## config.mk

```make
export PLATFORM = sky130hd
export DESIGN_NAME = mux_rr_arbiter
export DESIGN_NICKNAME = d
export VERILOG_FILES = /design/src/rtl/mux_arb_pkg.sv /design/src/rtl/rr_pick.sv /design/src/rtl/mux_rr_arbiter.sv
export SDC_FILE = /design/constraint.sdc
export NUM_CORES = 1
export LEC_CHECK = 0
export ABC_AREA = 1
export CAP_MARGIN = 20
export CORE_MARGIN = 8
export CORE_UTILIZATION = 40
export DETAILED_ROUTE_END_ITERATION = 8
export DONT_BUFFER_PORTS = 1
export PLACE_DENSITY = 0.65
export SLEW_MARGIN = 5
export SYNTH_ARGS = -nofsm -noshare
export SYNTH_HDL_FRONTEND = slang
export SYNTH_SLANG_ARGS = --single-unit
```

## constraint.sdc

```tcl
create_clock -name clk -period 2.4 [get_ports clk]
set_input_delay 0.48 -clock clk [delete_from_list [all_inputs] [get_ports clk]]
set_output_delay 0.48 -clock clk [all_outputs]
set_load 0.05 [all_outputs]
```

## src/rtl/mux_arb_pkg.sv

```systemverilog
// Shared types and sizing for the round-robin 4:1 mux arbiter.
package mux_arb_pkg;

  localparam int N_REQ  = 4;
  localparam int SEL_W  = 2;
  localparam int HOLD_W = 4;

  typedef enum logic {
    IDLE  = 1'b0,
    GRANT = 1'b1
  } state_t;

  function automatic logic [N_REQ-1:0] onehot(input logic [SEL_W-1:0] idx);
    return N_REQ'(1) << idx;
  endfunction

endpackage

```

## src/rtl/rr_pick.sv

```systemverilog
// Combinational round-robin picker: first set req bit searching start, start+1, ... (mod 4).
module rr_pick
  import mux_arb_pkg::*;
(
  input  logic [N_REQ-1:0] req,
  input  logic [SEL_W-1:0] start,
  output logic             found,
  output logic [SEL_W-1:0] index
);

  logic [SEL_W-1:0] cand;

  always_comb begin
    // NOTE: every output gets a default before the loop so no path leaves it unassigned (no latch).
    found = 1'b0;
    index = start;
    cand  = start;
    for (int k = 0; k < N_REQ; k++) begin
      cand = start + SEL_W'(k);
      if (!found && req[cand]) begin
        found = 1'b1;
        index = cand;
      end
    end
  end

endmodule

```

## src/rtl/mux_rr_arbiter.sv

```systemverilog
// Round-robin arbiter for a shared 4:1 mux with bounded hold time; drives only sel/en of the mux.
module mux_rr_arbiter
  import mux_arb_pkg::*;
#(
  parameter int MAX_HOLD = 4
) (
  input  logic             clk,
  input  logic             rst,
  input  logic [N_REQ-1:0] req,
  output logic [N_REQ-1:0] gnt,
  output logic [SEL_W-1:0] sel,
  output logic             en,
  output logic             busy
);

  localparam logic [HOLD_W-1:0] HOLD_MAX = HOLD_W'(MAX_HOLD);

  state_t           state;
  logic [SEL_W-1:0] ptr;
  logic [HOLD_W-1:0] hold_cnt;

  logic [N_REQ-1:0] cand_req;
  logic [SEL_W-1:0] start;
  logic             found;
  logic [SEL_W-1:0] index;
  logic             hold_full;
  logic             take_new;
  logic             go_idle;

  // While granting, sel is the current holder; it is masked out so only other requesters compete.
  always_comb begin
    cand_req = req;
    start    = ptr;
    if (state == GRANT) begin
      cand_req = req & ~onehot(sel);
      start    = sel + SEL_W'(1);
    end
  end

  rr_pick u_pick (
    .req   (cand_req),
    .start (start),
    .found (found),
    .index (index)
  );

  assign hold_full = (hold_cnt >= HOLD_MAX);

  always_comb begin
    take_new = 1'b0;
    go_idle  = 1'b0;
    if (state == IDLE) begin
      take_new = found;
    end else if (!req[sel]) begin
      take_new = found;
      go_idle  = !found;
    end else if (hold_full) begin
      take_new = found;
    end
  end

  // NOTE: sequential state uses non-blocking assignments so every register samples pre-edge values.
  always_ff @(posedge clk) begin
    if (rst) begin
      state    <= IDLE;
      gnt      <= '0;
      sel      <= '0;
      en       <= 1'b0;
      busy     <= 1'b0;
      ptr      <= '0;
      hold_cnt <= '0;
    end else if (take_new) begin
      state    <= GRANT;
      gnt      <= onehot(index);
      sel      <= index;
      en       <= 1'b1;
      busy     <= 1'b1;
      ptr      <= index + SEL_W'(1);
      hold_cnt <= HOLD_W'(1);
    end else if (go_idle) begin
      // sel deliberately keeps the last holder so the mux select stays stable while disabled
      state    <= IDLE;
      gnt      <= '0;
      en       <= 1'b0;
      busy     <= 1'b0;
      hold_cnt <= '0;
    end else if (state == GRANT && !hold_full) begin
      hold_cnt <= hold_cnt + HOLD_W'(1);
    end
  end

endmodule

```

======== Yosys cells after proc, flatten, opt, wreduce, memory -nomap -nowiden ========
Cells that the tools add are included.
word-level totals
  register bits after elaboration ......... 13
  input bits .............................. 6
  output and inout bits ................... 8
  word-level logic and storage cells ...... 65
cells by class
  $add $sub $neg .......................... 6
  magnitude comparators ................... 6
  shift-type cells ........................ 2
  mux-type cells .......................... 31
  bitwise logic cells ..................... 2
  reductions and logical operators ........ 12
operator list
  kind                                                                count
  two-way mux 1 bit                                                   19
  < comparator 2 x 3 -> 1 bit (second input constant)                 5
  two-way mux 4 bit                                                   3
  binary-select mux 1 bit (select 2 bit)                              5
  two-way mux 2 bit                                                   4
  << shifter 1 x 2 -> 4 bit (first input constant)                    2
  adder 2 x 1 -> 2 bit (second input constant)                        3
  logical NOT 1 bit                                                   5
  adder 2 bit (second input constant)                                 2
  adder 4 x 1 -> 4 bit (second input constant)                        1
  AND 4 bit                                                           1
  greater-or-equal comparator 4 x 3 -> 1 bit (second input constant)  1
  logical AND 1 bit                                                   4
  NOT 4 bit                                                           1
  nonzero test 3 bit                                                  1
  OR reduction 3 bit                                                  1
  nonzero test 2 bit                                                  1

======== Longest topological paths before layout ========
Gate-level depths: netlist of run 1.
  depth in word-level cells ............... 21
  mapped depth ............................ 19
  mapped depth without buffers ............ 19

======== Cells and area by module ========
Synthesis of run 1 repeated with hierarchy kept, for this count alone.
unflattened totals
  cells, all modules ...................... 161
  area, all modules ....................... 1057.3 sq um
modules (own cells, without submodules)
  module          instances  cells each  area an instance (sq um)  seq. area each (sq um)
  mux_rr_arbiter  1          98          774.5                     260.2
  rr_pick         1          63          282.8                     0.0

======== Worst setup path after synthesis of run 1 ========
No wires, ideal clock.
  path type ............................... register -> register
  start point ............................. reg sel[0]
  end point ............................... reg ptr[1]
  setup time .............................. 116 ps
  data arrival time ....................... 2536 ps
  path slack .............................. -252 ps
  stages on the path, launching flop included .. 18
  path buffers ............................ 0
  period minus slack after synthesis ...... 2652 ps
  cells stage by stage .................... dfxtp_1 -> inv_2 -> ha_1 -> nand2_1 -> nand2_1 -> nand2_1 -> nand2_2 -> nand2_1 -> nand2_1 -> nor2_2 -> nand2_1 -> nand2_1 -> nand2_1 -> nand2_1 -> nand2_1 -> ha_1 -> nor2_1 -> nor2_1
between the ends
  elaborated cells on any way between the ends .. 36
  classes of those cells .................. 5 x add/sub; 1 x shift; 22 x mux; 2 x bitwise; 6 x reduce/logical
RTL lines
  item                                                                           line                  RTL
  start, declared                                                                mux_rr_arbiter.sv:11  output logic [SEL_W-1:0] sel,
  start signal, assigned                                                         mux_rr_arbiter.sv:75  sel <= index;
  parallel branches: the longest is 15 deep, another holds adder 2 x 1 -> 2 bit  --
  two-way mux 2 bit (*)                                                          rr_pick.sv:20         if (!found && req[cand]) begin
  via index[1]                                                                   mux_rr_arbiter.sv:25  logic [SEL_W-1:0] index;
  adder 2 x 1 -> 2 bit (*)                                                       mux_rr_arbiter.sv:78  ptr <= index + SEL_W'(1);
  end signal, assigned                                                           mux_rr_arbiter.sv:78
  end, declared                                                                  mux_rr_arbiter.sv:19  logic [SEL_W-1:0] ptr;
Mark *: on every way through the listed nets, which the timed path passes. The select of a mux whose other input is x is not followed.
A chain may end at the register's enable or synchronous reset.

======== Worst setup path in the final report of run 1 ========
  start point ............................. reg sel[1]
  end point ............................... reg ptr[1]
Same word-level chain as after synthesis.

==> metrics.md, run 1 <==
| Metric | Value |
|---|---|
| Share of cells above drive strength 1 | 0.239 |
| Status | finished, final reports clean |
| IO Count | 14 |
| Most used routing layer | met2 |
| Vias in the first global route | 949 |
| Commonest non-fill, non-tap cell in the layout | nand2_1 |
| Placed insts | 208 |
| Via density | 4.71 |
| Setup ws final | 0.127 ns |
| Worst path arrival time | 2.44 ns |
| Worst R2R Path Depth | 15 |
| Fin crit share | 0.947 |
| Worst Hold Launch | rst |
| GR Overflow Total | 0 |
| DR WL/cell | 10.8 um |
| WS Path Type | reg -> reg |
| Worst Skew | 0.00391 ns |
| # diodes | 0 |
| VDD IR max | 0.750 mV |
| Net Sw Frac | 0.553 |
| Pre-CTS setup slack | 0.0789 ns |
| Critical path startpoint category | flip-flop |
| Clk pin slew, worst setup/hold paths | 0.07 ns |
| Worst hold path class | in -> reg |
| Detailed Routing Iterations Pass 1 | 4 |
| Worst Hold Depth | 1 |
| Setup slack, reg-to-reg | 0.13 ns |
| Die Span Y | 68.1 um |
| Global Route met1 Usage | 0.133 |
| Max clock buf depth | 2 |
| Die X | 68.1 um |
| Cts hold-fix bufs | 0 |
| WHS Endpoint | sel[0]$_SDFFE_PP0P_ |
| Vias post-DR | 1012 |
| Switching power | 0.000996 W |
| Max-cap violations | 0 |
| Cell family with most CP delay | simple AND/OR/NAND/NOR gates |
| Worst-path fanout max | 4 |
| Synth top area cells | nand2_1 28%, dfxtp_1 24%, ha_1 10%, nand3_1 6.5%, inv_1 5.5% |
| Met3 Usage GRT | 0.0180 |
| Row count | 19 |
| Clock power frac | 0.073 |
| Sequential area share after synthesis | 0.240 |
| First-pass GRT wire length | 3.95 mm |
| CTS root buffer | clkbuf_4 |
| Port Buffers | 0 |
| Layout area overhead | 15.2% |
| Min cycle time layout | 2.27 ns |
| Post-Layout Cell Count | 215 |
| Req. time, crit path | 2.57 ns |
| Pin count of the biggest net entering global routing | 13 |
| Reg-to-Reg End | ptr[1]$_SDFFE_PP0P_ |
| Starting Density | 0.408 |
| Skew-Pair Late Insertion Delay | 0.27 ns |
| Max Slew Vio Count | 0 |
| Final setup violation count | 0 |
| CP Buf/Inv Count | 3 |
| Nets | 200 |
| Crit-path slowest cell | dfxtp_4 |
| Area leader, netlist | nand2_1 |
| Placed cell areas | 1150 sq um |
| DIE AREA | 4640 sq um |
| Comb pwr share | 0.701 |
| Sink Count | 13 |
| YS warnings | 0 |
| Syn avg cell area | 6.24 sq um |
| First-iteration detailed-routing DRC count | 63 |
| RR Startpoint | sel[1]$_SDFFE_PP0P_ |
| Internal power | 0.000803 W |
| DRC errors left | 0 |
| TritonCTS clock tree | yes |
| Global-route met2 utilization | 0.176 |
| Initial antenna violation count | 0 |
| Area share of the largest cell type after synthesis | 0.280 |
| Core ar. | 2660 sq um |
| Fmax | 440 MHz |
| Post-route ant nets | 0 |
| Commonest non-fill, non-tap cells in the layout | 73 x nand2_1, 15 x inv_1, 14 x nand3_1, 11 x nand2_2 |
| CP Capture Type | flip-flop |
| GRT Total Usage | 0.106 |
| Num CTS Buffers | 3 |
| FF+latch count, synth | 13 |
| DPL Wire Length | 1.89 mm |
| Synth unique cells | 22 |
| Crit-path cells | clkinvlp_4 > ha_4 > inv_1 > nand2_1 > nand2_2 > buf_4 > nand3_1 > nand2_1 > nor2_2 > nand3_2 > nand3_1 > nand2_2 > ha_1 > nor2_1 > nor2_1 |
| WL final | 2.33 mm |
| Final Cell Area | 1250 sq um |
| CP max stage delay | 0.37 ns |
| Seq pwr share | 0.226 |
| RD Place Congestion | 0.876 |
| Tightest Pin Transition | 0.523 ns |
| Synth Instances | 174 |
| Hold Vio Cnt, Final | 0 |
| Slew HR | 0.651 |
| H-tree Lvls | 1 |
| Lkg Pwr | 0.664 nW |
| Post-synth net total | 189 |
| P per Cell Area | 1440 nW/um^2 |
| Synth Cell Area | 1090 sq um |
==> state kept, by name (all words and copies together) (netlist names) <==
register,cells
hold_cnt,4
ptr,2
gnt,4
sel,2
state,1
==> timing repair <==
item                       CTS  global route
setup endpoints to repair    0             5
gates resized for setup      0            15
buffers inserted             0             3
==> power by group through the flow <==
stage	Clock [W]	Sequential [W]	Combinational, W
after floorplan	0	0.000454	0.000883
after global placement	0	0.000409	0.00111
after detailed placement	0	0.000411	0.00113
after CTS	0.000139	0.000407	0.00114
after global routing	0.000147	0.000418	0.00143
final	0.000132	0.000406	0.00126
==> layer usage <==
layer | up-vias | routed length (um)
met5 | - | 0
met4 | 0 | 33
met3 | 4 | 76
met2 | 11 | 1130
met1 | 433 | 1090
li1 | 564 | -
==> cell type report <==
| class | count | area [sq um] |
|---|---|---|
| tap | 31 | 38.8 |
| multi-input combinational | 140 | 774 |
| inverter | 17 | 67.6 |
| fill | 289 | 1410 |
| sequential | 13 | 269 |
| timing repair buffer | 10 | 75.1 |
| clock buffer | 4 | 26.3 |
==> stage by stage <==
step | util | hold slack, ns | total power, W | setup TNS (ns)
6_report | 0.470 | 0.261 | 0.00180 | 0
5_1_grt | 0.470 | 0.254 | 0.00200 | -0.0153
4_1_cts | 0.441 | 0.252 | 0.00169 | 0
3_5_place_dp | 0.431 | 0.424 | 0.00154 | 0
3_3_place_gp | 0.431 | 0.417 | 0.00152 | 0
2_1_floorplan | - | 0.409 | 0.00134 | 0
==> cell usage after synthesis, drive strengths merged <==
cell / count
dfxtp: 13
nand3: 18
ha: 9
o21ai: 2
inv: 17
nand2: 87
nand4: 4
nor2: 12
xnor2: 1
a21oi: 4
nor3: 1
o22ai: 2
buf: 4
==> how the worst max path moves through the flow <==
stage	startpoint	endpoint	cells past startpoint
2_1_floorplan	state$_SDFFE_PP0P_	ptr[1]$_SDFFE_PP0P_	16
3_3_place_gp	sel[0]$_SDFFE_PP0P_	ptr[1]$_SDFFE_PP0P_	18
3_5_place_dp	sel[0]$_SDFFE_PP0P_	ptr[1]$_SDFFE_PP0P_	18
4_1_cts	sel[0]$_SDFFE_PP0P_	ptr[1]$_SDFFE_PP0P_	18
5_1_grt	sel[1]$_SDFFE_PP0P_	ptr[1]$_SDFFE_PP0P_	18
6_report	sel[1]$_SDFFE_PP0P_	ptr[1]$_SDFFE_PP0P_	15
==> kinds of logic after synthesis <==
group / count (synthesis) / synth area share
xor gates and xnor gates: 1 / 0.00807
and+or+nand+nor: 122 / 0.497
buffers and inverters: 21 / 0.0933
adders and majority gates: 9 / 0.104
AOI/OAI and AO/OA: 8 / 0.0588
DFF: 13 / 0.240
Power figures use the tool's default switching activity.
==> run 2, diff against run 1 <==
Settings changed: SETUP_SLACK_MARGIN from default to 0.3.
==> run 2 against run 1 <==
Against the previous run:
- non-clock buffer count increased by 17
- register-to-register slack improved by 0.05 ns
- via count increased by 19%
- final cell count increased by 7.9%
==> metrics.md, run 2 (synthesis results as in run 1) <==
| Metric | Value |
|---|---|
| VDD IR max | 1.06 mV (+41%) |
| Fmax | 450 MHz (+2.3%) |
| IO Count | 14 (unchanged) |
| Share of cells above drive strength 1 | 0.438 (+0.199) |
| First-iteration detailed-routing DRC count | 63 (unchanged) |
| DR WL met2 | 1.67 mm (+48%) |
| Worst Skew | 0.00659 ns (+0.00268 ns) |
| Detailed Routing Iterations Pass 1 | 4 (unchanged) |
| Fin crit share | 0.925 (-0.0217) |
| CP Capture Type | flip-flop |
| Sink Count | 13 (unchanged) |
| Vias post-DR | 1206 (+19%) |
| DR WL/cell | 13.5 um (+25%) |
| Core ar. | 2660 sq um (unchanged) |
| Layout area overhead | 48.2% |
| Post-route ant nets | 0 (unchanged) |
| Wire length on met3 | 165 um (+120%) |
| WHS | 0.255 ns (-0.00634 ns) |
| Tightest Pin Transition | 0.524 ns (+0.000673 ns) |
| Skew-Pair Late Insertion Delay | 0.27 ns (about the same) |
| Worst path arrival time | 2.38 ns (-0.06 ns) |
| Cts hold-fix bufs | 0 (unchanged) |
| Top flop regs | gnt (4), hold_cnt (4) |
| Num CTS Buffers | 3 (unchanged) |
| Max Slew Vio Count | 0 (unchanged) |
| Initial antenna violation count | 0 (unchanged) |
| Vias in the first global route | 1155 (+22%) |
| GRT Total Usage | 0.130 (+0.0246) |
| DRC errors left | 0 (unchanged) |
| Req. time, crit path | 2.56 ns (about the same) |
| Critical path launch point | sel[0]$_SDFFE_PP0P_ |
| Slew HR | 0.650 (about the same) |
| Worst R2R Path Depth | 18 (+3) |
| Setup slack, reg-to-reg | 0.18 ns (+0.05 ns) |
| RD Place Congestion | 0.858 (-2.0%) |
| Reg-to-Reg End | ptr[1]$_SDFFE_PP0P_ |
| Commonest non-fill, non-tap cells in the layout | 59 x nand2_1, 22 x buf_4, 17 x nand2_2, 12 x inv_1, 11 x nand2_4 |
| Crit path to | ptr[1]$_SDFFE_PP0P_ |
| Lkg Pwr | 0.798 nW (+20%) |
| Worst hold path class | in -> reg |
| First-pass GRT wire length | 4.80 mm (+22%) |
| Worst Hold Launch | rst |
| Port Buffers | 0 (unchanged) |
| WL final | 3.14 mm (+35%) |
| Min cycle time layout | 2.22 ns (-0.0520 ns) |
| RSZ-0062 raised after global routing | true |
| Die X | 68.1 um (unchanged) |
| Max clock buf depth | 2 (unchanged) |
| CTS root buffer | clkbuf_4 |
| Die Span Y | 68.1 um (unchanged) |
| Pin count of the biggest net entering global routing | 13 (unchanged) |
| Hold Vio Cnt, Final | 0 (unchanged) |
| Max layer used | met4 |
| Critical path startpoint category | flip-flop |
| Worst-path fanout max | 5 (+1) |
| Metal-1 WL | 1.25 mm (+15%) |
| WS Path Type | reg -> reg |
| DIE AREA | 4640 sq um (unchanged) |
| Commonest non-fill, non-tap cell in the layout | nand2_1 |
| Clk pin slew, worst setup/hold paths | 0.07 ns (about the same) |
| DPL Wire Length | 1.93 mm (+1.8%) |
| P per Cell Area | 1600 nW/um^2 (+11%) |
| Status | finished, final reports clean |
| Via density | 5.20 (+10%) |
| Starting Density | 0.408 (unchanged) |
| Max-cap violations | 0 (unchanged) |
| TritonCTS clock tree | yes |
| # diodes | 0 (unchanged) |
| GR Overflow Total | 0 (unchanged) |
| Setup TNS Final | 0 ns (unchanged) |
| Final setup violation count | 0 (unchanged) |
| Nets | 217 (+8.5%) |
| RR Startpoint | sel[0]$_SDFFE_PP0P_ |
| H-tree Lvls | 1 (unchanged) |
| Row count | 19 (unchanged) |
## run 2: cell count changes in the layout (fill, tap and decap cells not counted), sizes merged
cell / change
buf: +16
clkbuf: +1
inv: +1
clkinvlp: -1
## run 2: what timing repair did
item                       4_1_cts  5_1_grt
gates resized for setup         29       26
gates cloned                     0        1
hold endpoints to repair         0        0
setup endpoints to repair        5        9
setup buffers                   14        8
pin swaps                       19       15
## run 2: cell type report
class	count	area, sq um
clock buffer	4	26.3
fill	238	1050
inverter	17	71.3
multi-input combinational	140	948
sequential	13	272
tap	31	38.8
timing repair buffer	27	253
## run 2: per-layer routing
| layer | vias up | GRT usage |
|---|---|---|
| met5 | - | 0 |
| met1 | 561 | 0.139 |
| met4 | 0 | 0.0563 |
| met3 | 6 | 0.0360 |
| met2 | 41 | 0.234 |
| li1 | 598 | - |
## run 2: where the power goes
part | leakage [nW] | switching (W) | internal, W | total [W]
Clock | 0.0150 | 0.0000696 | 0.0000644 | 0.000134
Combinational | 0.674 | 0.00116 | 0.000850 | 0.00201
Sequential | 0.109 | 0.000136 | 0.000288 | 0.000424
## run 2: how the worst min path moves through the flow
stage | end | slack, ns | cells after the start
after floorplan | hold_cnt[3]$_SDFFE_PP0P_ | 0.41 | 2
after global placement | hold_cnt[3]$_SDFFE_PP0P_ | 0.42 | 2
after detailed placement | hold_cnt[3]$_SDFFE_PP0P_ | 0.43 | 2
after CTS | sel[0]$_SDFFE_PP0P_ | 0.26 | 1
after global routing | sel[0]$_SDFFE_PP0P_ | 0.24 | 1
final | sel[0]$_SDFFE_PP0P_ | 0.25 | 1
## run 2: per-stage QoR
step                std cells  utilization  setup slack, ns  area, sq um  power, W
global route              232        0.604           0.0872         1610   0.00275
detailed placement        205        0.437           0.0991         1160   0.00159
global placement          205        0.437            0.181         1160   0.00155
finish                    232        0.604            0.180         1610   0.00257
CTS                       223        0.529            0.247         1410   0.00214
floorplan                 174            -            0.233         1130   0.00140
## run 2: worst max-delay path, cell delays in order, from the launching register on
cell and delay [ns]:
dfxtp_4 0.39, inv_6 0.05, ha_4 0.26, inv_2 0.03
nand2_2 0.06, nand2_4 0.08, nand2_2 0.09, nand2_4 0.07
nand2_4 0.08, nand2_4 0.06, nor2_4 0.15, nand2_1 0.09
nand2_2 0.11, nand2_2 0.06, nand2_2 0.09, nand2_4 0.08
ha_4 0.22, nor2_4 0.08, nor2_2 0.04
==> run 3, diff against run 2 <==
Settings changed: ABC_AREA 1 to default.
==> run 3 against run 2 <==
Against the previous run:
- worst hold slack got worse by 0.0031 ns
- die area down 11%
- fmax is 11% higher
- sequential share of layout area is 8.5 points higher
- total power down 58%
- critical path depth fell by 10
- flip-flop and latch count is the same
- clock-buffer cell count did not move
==> metrics.md, run 3 <==
| Metric | Value |
|---|---|
| GR Overflow Total | 0 (unchanged) |
| DPL Wire Length | 1.48 mm (-23%) |
| Tightest Pin Transition | 0.562 ns (+0.0377 ns) |
| Nets | 123 (-43%) |
| Worst R2R Path Depth | 8 (-10) |
| Synth unique cells | 38 (+73%) |
| Most used routing layer | met2 |
| Synth top area cells | dfxtp_1 28%, ha_1 12%, o211ai_1 4.9%, mux2i_1 4.3%, a21oi_1 3.2% |
| Final Cell Area | 1070 sq um (-34%) |
| Min cycle time layout | 2.01 ns (-0.213 ns) |
| Post-route ant nets | 0 (unchanged) |
| DIE AREA | 4110 sq um (-11%) |
| P per Cell Area | 1020 nW/um^2 (-36%) |
| Final setup violation count | 0 (unchanged) |
| Die Span Y | 64.1 um (-5.8%) |
| Max Slew Vio Count | 0 (unchanged) |
| DR WL/cell | 15.5 um (+15%) |
| Via density | 5.79 (+11%) |
| Fin crit share | 0.837 (-0.0885) |
| Fmax | 498 MHz (+11%) |
| Synth Cell Area | 927 sq um (-15%) |
| Max-cap violations | 0 (unchanged) |
| First-iteration detailed-routing DRC count | 35 (-44%) |
| WL final | 2.09 mm (-33%) |
| Setup TNS Final | 0 ns (unchanged) |
| CTS root buffer | clkbuf_4 |
| Area share of the largest cell type after synthesis | 0.281 (+0.000748) |
| Starting Density | 0.419 (+0.0112) |
| Worst hold path class | in -> reg |
| Most common cell in the synthesized netlist | dfxtp_1 |
| Area leader, netlist | dfxtp_1 |
| Initial antenna violation count | 0 (unchanged) |
| DRC errors left | 0 (unchanged) |
| Req. time, crit path | 2.58 ns (+0.02 ns) |
| RR Startpoint | sel[1]$_SDFFE_PP0P_ |
| Num CTS Buffers | 3 (unchanged) |
| First-pass GRT wire length | 3.35 mm (-30%) |
| VDD IR max | 0.533 mV (-50%) |
| Crit path to | ptr[1]$_SDFFE_PP0P_ |
| EDFF count, synth | 0 (unchanged) |
| Reg-to-Reg End | ptr[1]$_SDFFE_PP0P_ |
| Worst-path fanout max | 6 (+1) |
| GRT Total Usage | 0.0992 (-0.0311) |
| Clk pin slew, worst setup/hold paths | 0.08 ns (about the same) |
| Port Buffers | 0 (unchanged) |
| Synth Flop Type | dfxtp_1 |
| YS warnings | 0 (unchanged) |
| WS Path Type | reg -> reg |
| Hold Vio Cnt, Final | 0 (unchanged) |
| Top flop regs | gnt (4), hold_cnt (4) |
| Skew-Pair Late Insertion Delay | 0.28 ns (about the same) |
| FF+latch count, synth | 13 (unchanged) |
| Slew HR | 0.625 (-0.0246) |
| Status | finished, final reports clean |
| Synth cell count leaders | 13 x dfxtp_1, 9 x ha_1, 8 x nor2_1 |
| RD Place Congestion | 0.936 (+9.1%) |
| Share of cells above drive strength 1 | 0.318 (-0.120) |
| Layout area overhead | 15.4% |
| Critical path startpoint category | flip-flop |
| Worst Skew | 0.00757 ns (+0.000978 ns) |
| Max clock buf depth | 2 (unchanged) |
| Vias post-DR | 782 (-35%) |
| Commonest non-fill, non-tap cells in the layout | 10 x dfxtp_1, 8 x nor2_1, 6 x nand2_1, 6 x o211ai_1, 6 x a21oi_1 |
| Commonest non-fill, non-tap cell in the layout | dfxtp_1 |
| Placed cell areas | 982 sq um (-16%) |
| Synth Instances | 102 (-41%) |
| Pin count of the biggest net entering global routing | 21 (+8) |
| IO Count | 14 (unchanged) |
| Sink Count | 13 (unchanged) |
| Syn avg cell area | 9.09 sq um (+46%) |
| TritonCTS clock tree | yes |
| Core ar. | 2210 sq um (-17%) |
| Sequential area share after synthesis | 0.281 (+0.0411) |
| Cts hold-fix bufs | 0 (unchanged) |
| H-tree Lvls | 1 (unchanged) |
| Die X | 64.1 um (-5.8%) |
| RSZ-0062 raised after global routing | true |
| Row count | 17 (-2) |
| Worst path arrival time | 2.19 ns (-0.19 ns) |
| Met3 Usage GRT | 0.0418 (+0.00581) |
| # fillers | 209 (-12%) |
| Vias in the first global route | 737 (-36%) |
| Critical path launch point | sel[1]$_SDFFE_PP0P_ |
| Setup slack, reg-to-reg | 0.39 ns (+0.21 ns) |
| CP Capture Type | flip-flop |
| Detailed Routing Iterations Pass 1 | 4 (unchanged) |
| Global Route met1 Usage | 0.122 (-0.0172) |
| Global-route met2 utilization | 0.153 (-0.0814) |
| FFs w/ async S/R, synth | 0 (unchanged) |
| Post-synth net total | 117 (-38%) |
| Lkg Pwr | 0.407 nW (-49%) |
| # diodes | 0 (unchanged) |
## run 3: changes by cell type after synthesis, moves of 4 or more
| cell | previous run | this run |
|---|---|---|
| nand3_1 | 14 | 4 |
| inv_1 | 16 | 6 |
| o211ai_1 | 0 | 6 |
| nand2_2 | 5 | 0 |
| mux2i_1 | 0 | 4 |
| nand2_1 | 81 | 6 |
| nand4_1 | 4 | 0 |
| nand3_2 | 4 | 0 |
## run 3: worst min-delay path by stage
| stage | startpoint | end | slack [ns] | depth (start not counted) |
|---|---|---|---|---|
| 2_1_floorplan | hold_cnt[3]$_SDFFE_PP0P_ | hold_cnt[3]$_SDFFE_PP0P_ | 0.47 | 1 |
| 3_3_place_gp | hold_cnt[3]$_SDFFE_PP0P_ | hold_cnt[3]$_SDFFE_PP0P_ | 0.48 | 1 |
| 3_5_place_dp | hold_cnt[3]$_SDFFE_PP0P_ | hold_cnt[3]$_SDFFE_PP0P_ | 0.48 | 1 |
| 4_1_cts | rst | state$_SDFFE_PP0P_ | 0.24 | 1 |
| 5_1_grt | rst | gnt[2]$_SDFFE_PP0P_ | 0.25 | 1 |
| 6_report | rst | state$_SDFFE_PP0P_ | 0.25 | 1 |
## run 3: repair_timing
item,CTS,global route
setup endpoints to repair,5,5
resized for setup,4,11
pin swaps,1,3
buffers inserted,2,1
## run 3: area by class of cell
class                   count  area (sq um)  share of cell area
repair buffers              5          37.5              0.0351
clock buffers               4          26.3              0.0246
well taps                  28          35.0              0.0327
flip-flops and latches     13           272               0.254
multi-input cells          79           674               0.630
inverters                   6          25.0              0.0234
## run 3: kinds of logic (layout without fill, tap and decap cells)
kind of cell / after synthesis / count (layout) / share of synthesized area
buffers and inverters: 10 / 15 / 0.0472
adders and majority gates: 9 / 9 / 0.121
DFF: 13 / 13 / 0.281
and+or+nand+nor: 35 / 35 / 0.219
AOI/OAI and AO/OA: 29 / 29 / 0.252
muxes: 6 / 6 / 0.0796
## run 3: report_power, final
part           switching, W  internal, W  leakage (nW)
clock             0.0000713    0.0000644        0.0150
combinational      0.000281     0.000255         0.283
sequential         0.000147     0.000269         0.109
## run 3: critical path, stage by stage (launching register included)
cell     delay [ns]
dfxtp_4        0.49
ha_2           0.28
and3b_2        0.23
o21ai_2        0.16
a31o_2         0.20
o21a_1         0.15
ha_1           0.23
mux2i_1        0.12
nor2_1         0.05
## run 3: routing by layer
metal	vias to the layer above	part of all wire
li1	388	-
met1	373	0.44
met2	21	0.46
met3	0	0.092
met4	0	0
met5	-	0
## run 3: through the flow
stage | power [W] | setup WS, ns | cells | util | hold slack (ns)
after floorplan | 0.000790 | 0.306 | 102 | - | 0.468
after global placement | 0.000881 | 0.259 | 128 | 0.444 | 0.478
after detailed placement | 0.000884 | 0.234 | 128 | 0.444 | 0.481
after CTS | 0.00105 | 0.318 | 134 | 0.463 | 0.243
after global routing | 0.00117 | 0.277 | 135 | 0.484 | 0.246
final | 0.00109 | 0.392 | 135 | 0.484 | 0.252
